### config.mk
export PLATFORM = sky130hd
export DESIGN_NAME = instr_issuer
export DESIGN_NICKNAME = d
export VERILOG_FILES = /design/src/rtl/instr_issuer_pkg.sv /design/src/rtl/issue_fifo.sv /design/src/rtl/instr_issuer.sv
export SDC_FILE = /design/constraint.sdc
export NUM_CORES = 1
export LEC_CHECK = 0
export CAP_MARGIN = 25
export CORE_MARGIN = 2
export CORE_UTILIZATION = 59
export CTS_BUF_LIST = sky130_fd_sc_hd__clkbuf_16
export DETAILED_ROUTE_END_ITERATION = 7
export HOLD_SLACK_MARGIN = 0.03
export PLACE_DENSITY = 0.83
export SYNTH_ARGS = -nofsm -noshare
export SYNTH_HDL_FRONTEND = slang
export SYNTH_SLANG_ARGS = --single-unit
export TNS_END_PERCENT = 100
### constraint.sdc
create_clock -name clk -period 7.5 [get_ports clk]
set_clock_uncertainty 0.15 [all_clocks]
set_input_delay 1.5 -clock clk [delete_from_list [all_inputs] [get_ports clk]]
set_output_delay 1.5 -clock clk [all_outputs]
set_load 0.05 [all_outputs]
### src/rtl/instr_issuer_pkg.sv
// Shared definitions for the instruction issuer: opcodes, Type-B field layout,
// FSM state encoding and the Type-B packing helper.
// Optional feature macro: IMM_PREFIX_EN (32-bit immediates via an IMM prefix word).
package instr_issuer_pkg;

    localparam logic [5:0] OP_ADDIK = 6'b001100;
    localparam logic [5:0] OP_IMM   = 6'b101100;

    // Type-B field positions, numbered LSB = 0 (document bit 0 is our bit 31)
    localparam int unsigned OP_HI  = 31;
    localparam int unsigned OP_LO  = 26;
    localparam int unsigned RD_HI  = 25;
    localparam int unsigned RD_LO  = 21;
    localparam int unsigned RA_HI  = 20;
    localparam int unsigned RA_LO  = 16;
    localparam int unsigned IMM_HI = 15;
    localparam int unsigned IMM_LO = 0;

    typedef enum logic [2:0] {
        StIdle     = 3'd0,
        StIssue    = 3'd1,
        StWait     = 3'd2,
        StPfxIssue = 3'd3,
        StPfxWait  = 3'd4
    } state_e;

    function automatic logic [31:0] pack_typeb(input logic [5:0]  op,
                                               input logic [4:0]  rd,
                                               input logic [4:0]  ra,
                                               input logic [15:0] imm16);
        logic [31:0] w;
        w                = '0;
        w[OP_HI:OP_LO]   = op;
        w[RD_HI:RD_LO]   = rd;
        w[RA_HI:RA_LO]   = ra;
        w[IMM_HI:IMM_LO] = imm16;
        return w;
    endfunction

endpackage

### src/rtl/issue_fifo.sv
// Registered request queue for the instruction issuer (no fall-through).
// Push and pop in the same cycle are both honoured. Feature macro of the
// enclosing design (IMM_PREFIX_EN) only changes WIDTH, not this logic.
module issue_fifo #(
    parameter int unsigned WIDTH = 32,
    parameter int unsigned DEPTH = 4
) (
    input  logic                       clk_i,
    input  logic                       rst_i,
    input  logic                       push_i,
    input  logic [WIDTH-1:0]           wdata_i,
    input  logic                       pop_i,
    output logic [WIDTH-1:0]           rdata_o,
    output logic                       full_o,
    output logic                       empty_o,
    output logic [$clog2(DEPTH+1)-1:0] count_o
);

    localparam int unsigned AW = (DEPTH > 1) ? $clog2(DEPTH) : 1;
    localparam int unsigned CW = $clog2(DEPTH + 1);

    logic [WIDTH-1:0] mem_q [DEPTH];
    logic [AW-1:0]    wr_ptr_q, wr_ptr_d;
    logic [AW-1:0]    rd_ptr_q, rd_ptr_d;
    logic [CW-1:0]    count_q, count_d;
    logic             do_push, do_pop;

    assign full_o  = (count_q == CW'(DEPTH));
    assign empty_o = (count_q == '0);
    assign rdata_o = mem_q[rd_ptr_q];
    assign count_o = count_q;
    assign do_push = push_i && !full_o;
    assign do_pop  = pop_i && !empty_o;

    // Pointer and occupancy next-state; DEPTH is a power of 2 so pointers wrap naturally
    always_comb begin
        wr_ptr_d = wr_ptr_q;
        rd_ptr_d = rd_ptr_q;
        count_d  = count_q;
        if (do_push) wr_ptr_d = wr_ptr_q + 1'b1;
        if (do_pop)  rd_ptr_d = rd_ptr_q + 1'b1;
        case ({do_push, do_pop})
            2'b10:   count_d = count_q + 1'b1;
            2'b01:   count_d = count_q - 1'b1;
            default: count_d = count_q;
        endcase
    end

    // Storage array, written on accepted push; contents need no reset
    always_ff @(posedge clk_i) begin
        if (do_push) mem_q[wr_ptr_q] <= wdata_i;
    end

    // Pointer/occupancy registers, cleared asynchronously to drop queued work
    always_ff @(posedge clk_i or posedge rst_i) begin
        if (rst_i) begin
            wr_ptr_q <= '0;
            rd_ptr_q <= '0;
            count_q  <= '0;
        end else begin
            wr_ptr_q <= wr_ptr_d;
            rd_ptr_q <= rd_ptr_d;
            count_q  <= count_d;
        end
    end

endmodule

### src/rtl/instr_issuer.sv
// Issue side of the decoder start/done handshake: queues requests, packs each
// into a Type-B word, pulses start and waits for done (with timeout).
// Optional feature macro: IMM_PREFIX_EN -- immediates that do not fit in a
// sign-extended 16 bits are preceded by an IMM prefix word.
module instr_issuer
    import instr_issuer_pkg::*;
#(
    parameter int unsigned QDEPTH  = 4,
    parameter int unsigned TIMEOUT = 15
) (
    input  logic        clk,
    input  logic        reset,
    input  logic        req_valid,
    output logic        req_ready,
    input  logic [5:0]  req_opcode,
    input  logic [4:0]  req_rD,
    input  logic [4:0]  req_rA,
    input  logic [31:0] req_imm,
    output logic [31:0] Instruction,  // MSB is document bit 0
    output logic        start,
    input  logic        done,
    output logic        busy,
    output logic        timeout_err,
    output logic [7:0]  issued_count
);

`ifdef IMM_PREFIX_EN
    localparam int unsigned ImmW = 32;
`else
    localparam int unsigned ImmW = 16;
`endif
    localparam int unsigned EntryW  = 16 + ImmW;
    localparam int unsigned CW      = $clog2(QDEPTH + 1);
    localparam logic [7:0]  TmoLast = 8'(TIMEOUT - 1);

    state_e             state_q, state_d;
    logic [31:0]        instr_q, instr_d;
    logic [7:0]         tmo_q, tmo_d;
    logic [7:0]         count_q, count_d;
    logic               err_q, err_d;
    logic               start_q, start_d;
    logic               busy_q, busy_d;

    logic [EntryW-1:0]  fifo_wdata, fifo_rdata;
    logic               fifo_full, fifo_empty, fifo_pop, push_ok;
    logic [CW-1:0]      fifo_cnt, fifo_cnt_nxt;
    logic [5:0]         head_op;
    logic [4:0]         head_rd, head_ra;
    logic [ImmW-1:0]    head_imm;
    logic [31:0]        head_word;

`ifdef IMM_PREFIX_EN
    logic [31:0]        main_q, main_d;
`else
    logic [15:0]        unused_imm_hi;
    assign unused_imm_hi = req_imm[31:16];
`endif

    assign req_ready  = !fifo_full;
    assign push_ok    = req_valid && !fifo_full;
    assign fifo_wdata = {req_opcode, req_rD, req_rA, req_imm[ImmW-1:0]};

    assign head_imm  = fifo_rdata[ImmW-1:0];
    assign head_ra   = fifo_rdata[ImmW+4:ImmW];
    assign head_rd   = fifo_rdata[ImmW+9:ImmW+5];
    assign head_op   = fifo_rdata[ImmW+15:ImmW+10];
    assign head_word = pack_typeb(head_op, head_rd, head_ra, head_imm[15:0]);

    issue_fifo #(
        .WIDTH (EntryW),
        .DEPTH (QDEPTH)
    ) u_fifo (
        .clk_i   (clk),
        .rst_i   (reset),
        .push_i  (push_ok),
        .wdata_i (fifo_wdata),
        .pop_i   (fifo_pop),
        .rdata_o (fifo_rdata),
        .full_o  (fifo_full),
        .empty_o (fifo_empty),
        .count_o (fifo_cnt)
    );

    // Issue FSM next-state: pop/load in idle, strobe start, wait for done or timeout
    always_comb begin
        state_d  = state_q;
        instr_d  = instr_q;
        tmo_d    = tmo_q;
        count_d  = count_q;
        err_d    = err_q;
        fifo_pop = 1'b0;
`ifdef IMM_PREFIX_EN
        main_d   = main_q;
`endif
        case (state_q)
            StIdle: begin
                if (!fifo_empty) begin
                    fifo_pop = 1'b1;
`ifdef IMM_PREFIX_EN
                    if (head_imm[31:16] != {16{head_imm[15]}}) begin
                        instr_d = pack_typeb(OP_IMM, 5'd0, 5'd0, head_imm[31:16]);
                        main_d  = head_word;
                        state_d = StPfxIssue;
                    end else begin
                        instr_d = head_word;
                        state_d = StIssue;
                    end
`else
                    instr_d = head_word;
                    state_d = StIssue;
`endif
                end
            end
            StIssue: begin
                tmo_d   = '0;
                state_d = StWait;
            end
            StWait: begin
                if (done) begin
                    count_d = count_q + 8'd1;
                    state_d = StIdle;
                end else if (tmo_q == TmoLast) begin
                    err_d   = 1'b1;
                    state_d = StIdle;
                end else begin
                    tmo_d = tmo_q + 8'd1;
                end
            end
`ifdef IMM_PREFIX_EN
            StPfxIssue: begin
                tmo_d   = '0;
                state_d = StPfxWait;
            end
            StPfxWait: begin
                if (done) begin
                    count_d = count_q + 8'd1;
                    instr_d = main_q;
                    state_d = StIssue;
                end else if (tmo_q == TmoLast) begin
                    // Abandon both words of the pair
                    err_d   = 1'b1;
                    state_d = StIdle;
                end else begin
                    tmo_d = tmo_q + 8'd1;
                end
            end
`endif
            default: state_d = StIdle;
        endcase
    end

    // Registered outputs are derived from next-state so they align with the state
    always_comb begin
        fifo_cnt_nxt = fifo_cnt + CW'(push_ok) - CW'(fifo_pop);
        start_d      = (state_d == StIssue) || (state_d == StPfxIssue);
        busy_d       = (state_d != StIdle) || (fifo_cnt_nxt != '0);
    end

    // State and output registers, asynchronously cleared so reset drops all work
    always_ff @(posedge clk or posedge reset) begin
        if (reset) begin
            state_q <= StIdle;
            instr_q <= '0;
            tmo_q   <= '0;
            count_q <= '0;
            err_q   <= 1'b0;
            start_q <= 1'b0;
            busy_q  <= 1'b0;
`ifdef IMM_PREFIX_EN
            main_q  <= '0;
`endif
        end else begin
            state_q <= state_d;
            instr_q <= instr_d;
            tmo_q   <= tmo_d;
            count_q <= count_d;
            err_q   <= err_d;
            start_q <= start_d;
            busy_q  <= busy_d;
`ifdef IMM_PREFIX_EN
            main_q  <= main_d;
`endif
        end
    end

    assign Instruction  = instr_q;
    assign start        = start_q;
    assign busy         = busy_q;
    assign timeout_err  = err_q;
    assign issued_count = count_q;

endmodule

==> flow_summary_export.csv <==
group,metric,value,unit
status,status,"completed",
cells_and_area,synth_to_final_area_change,19.8,%
synthesis,synth_top_area_share,52.1,%
timing,fmax,0.275,GHz
floorplanning,rows,40,
worst_setup_path,crit_path_max_fanout,6,
worst_setup_path,cp-start-kind,"flop",
floorplanning,fp.dieArea,13400,um2
clock_tree,cts_tree,"done",
worst_setup_path,cp_data_arrival_time,1.99,ns
worst_setup_path,worst_path_dominant_cell_family,"buffers and inverters",
routing,avgViaCountPerCell,5.65,
routing,avgRoutedWirePerCell,19.4,um
routing,vias_after_detailed_routing,3642,
global_route,grt_pass1_vias,3893,
worst_setup_path,critPathKind,"flop to output pin",
clock_tree,cts.path.max_buffers,2,
power_and_ir_drop,p_per_area,416,nW/um2
cells_and_area,insertedDiodeCount,0,
routing,remaining_drc_errors,0,
clock_tree,cts_num_sinks,189,
synthesis,synth-warning-count,0,
timing,finalCritPeriodShare,48.5,%
global_route,wire_length_of_the_first_global_routing_pass,20.2,mm
worst_setup_path,worstPathRequired,5.85,ns
synthesis,post_synthesis_area_per_instance,19.5,um2
synthesis,ys_seq_elements,189,
global_route,grt_start_max_net_pins,53,
floorplanning,ioPinCount,96,
placement,placed_instance_area,8320,um2
routing,drt_antenna_net_count,0,
worst_setup_path,critical_path.cell_chain,"inv_1, nand3_1, clkdlybuf4s50_1",
cells_and_area,nNetsFinal,528,
power_and_ir_drop,worst_ir_drop_on_vdd,289,uV
synthesis,netlist_instances,379,
placement,port-buffer-count,79,
power_and_ir_drop,p_leak,3.18,nW
synthesis,synthMostInstantiatedCell,"edfxtp_1",
cells_and_area,layout_cell_share_with_drive_strength_beyond_1,22.9,%
timing,timing.final.hold_violations,0,
floorplanning,core_region_area,12100,um2
timing,setup_viol,0,
timing,max-slew-margin-rel,40.1,%
synthesis,edff_count_synth,128,
routing,drt_first_iter_violations,259,
synthesis,syn-cell-area,7380,um2
clock_tree,clkSlewWorstSetupHoldPaths,0.06,ns
synthesis,synth_common_cells,"128 x edfxtp_1, 61 x dfrtp_1, 34 x mux2_2",
synthesis,ys.flop_type,"edfxtp_1",
placement,placedCellCount,613,
worst_setup_path,end_kind,"output pin",
synthesis,yosys.area.top_type,"edfxtp_1",
clock_tree,cts_buffers,17,
timing,setup_repair_after_global_routing_missed_its_margin,"false",
worst_setup_path,critical-path-max-stage-delay,0.84,ns
synthesis,synth_sequential_area_ratio,72.8,%
cells_and_area,finalInstanceArea,8840,um2
clock_tree,cts-htree-levels,4,
cells_and_area,final_cell_count_no_fill,645,
power_and_ir_drop,totalPowerFinal,3.67,mW
floorplanning,start_util,60.9,%
global_route,groute.usage.overall,20.8,%
timing,timing.setup.tns,0,ns
job,max_cap_violations,0,
synthesis,synth.area.top_cells,"edfxtp_1 52%, dfrtp_1 21%, mux4_2 9.8%, mux2_2 5.2%, ha_1 1.7%",
worst_hold_path,worst_hold_path_type,"flop to flop",
floorplanning,floorplan.die.width,116,um
worst_setup_path,critical_path.n_buffers_inverters,2,
clock_tree,postCtsHoldBufs,0,
routing,detail_route.wirelength,12.5,mm
global_route,antenna_violations_before_repair,0,
placement,place_ws,3.98,ns
timing,hold_ws,0.305,ns
clock_tree,clock_latency_late_sink,0.43,ns
routing,drt_pre_antenna_iters,4,
synthesis,postSynthNetCount,443,
worst_setup_path,worst_path_max_delay_cell,"clkdlybuf4s50_1",
clock_tree,postCtsSetupRepairBufs,0,
floorplanning,die_height,116,um
synthesis,synth_async_sr_flop_share,32.3,%
placement,hpwlAfterDp,7.53,mm
timing,finalWorstSetupSlack,3.86,ns
clock_tree,cts_resized,0,
timing,layout_min_cycle_time,3.64,ns
placement,finalWeightedCongestion,0.773,
timing,slew_violations,0,
cells_and_area,final_core_utilization,73.0,%
clock_tree,clock_tree_root_buffer_cell,"clkbuf_16",
global_route,gr_overflow_total,0,
timing,max_slew.worst_pin.slew,0.899,ns
synthesis,number_of_library_cell_types_mapped_by_synthesis,45,
[routing by layer]
| layer | vias up | share of wire [%] | global-route usage (%) |
|---|---|---|---|
| li1 | 1642 | - | - |
| met1 | 1902 | 41 | 26.5 |
| met2 | 80 | 53 | 34.6 |
| met3 | 18 | 4.8 | 6.59 |
| met4 | 0 | 1.5 | 6.75 |
| met5 | - | 0 | 0 |
[placed cells by master, fill, tap and decap left out, types with 2 or more instances in the layout]
cell type	instances
edfxtp_1	128
clkdlybuf4s50_1	79
dfrtp_1	59
mux2_2	34
mux4_2	32
clkbuf_16	17
xnor2_1	12
ha_1	10
inv_1	9
nand2_1	9
xor2_1	7
nor2_1	7
clkinv_1	7
nand3_1	6
and3_1	5
nand4_1	4
and3_2	4
inv_6	4
buf_4	3
and2_1	2
and4_1	2
nor3b_1	2
a21oi_1	2
o21ai_0	2
nor4_1	2
fa_1	2
clkinv_4	2
clkinvlp_4	2
dfrtp_2	2
[registers in the layout, indices dropped and copies added (netlist names)]
name	cells
u_fifo.mem_q	128
Instruction	32
issued_count	8
tmo_q	8
state_q	3
u_fifo.count_o	3
u_fifo.rd_ptr_q	2
u_fifo.wr_ptr_q	2
busy	1
start	1
timeout_err	1
[path summary, 6_finish.rpt]
| path | from | to | slack (ns) | cells past startpoint |
|---|---|---|---|---|
| max | u_fifo.count_o[1]$_DFFE_PP0P_ | req_ready | 3.86 | 3 |
| min | timeout_err$_DFFE_PP0P_ | timeout_err$_DFFE_PP0P_ | 0.30 | 1 |
| max reg2reg | state_q[0]$_DFF_PP0_ | busy$_DFF_PP0_ | 4.22 | 8 |
| min reg2reg | timeout_err$_DFFE_PP0P_ | timeout_err$_DFFE_PP0P_ | 0.30 | 1 |
| max in group asynchronous | reset | u_fifo.rd_ptr_q[1]$_DFFE_PP0P_ | 5.05 | 3 |
| min in group asynchronous | reset | Instruction[23]$_DFFE_PP0P_ | 1.17 | 2 |
[layout make-up]
type / instances / area [um2]
sequential: 189 / 5370
fill: 779 / 3280
multi-input combinational: 164 / 1880
timing repair buffer: 82 / 813
clock buffer: 17 / 425
tap: 168 / 210
clock inverter: 15 / 93.8
inverter: 10 / 37.5
[worst reg2reg max path, delay by kind of cell, from the launching register on]
kind | cells | cell delay, ns
simple gates | 3 | 1.04
flops | 1 | 0.49
fa+ha+maj | 3 | 0.92
buf+inv | 2 | 0.57
[logic make-up after synthesis]
logic type	Yosys count	share of synthesized area [%]
DFF	189	72.8
muxes	67	15.1
and+or+nand+nor	53	4.61
buffers and inverters	26	1.73
xor gates and xnor gates	19	2.26
adders and majority gates	12	2.24
AOI/OAI and AO/OA	12	1.20
other	1	0.0508
[where the power goes]
group | total (mW) | internal [mW] | switching, mW
Clock | 0.794 | 0.420 | 0.375
Combinational | 1.28 | 0.564 | 0.719
Sequential | 1.60 | 1.40 | 0.191
Note: power is estimated with default switching activity, not from simulation.
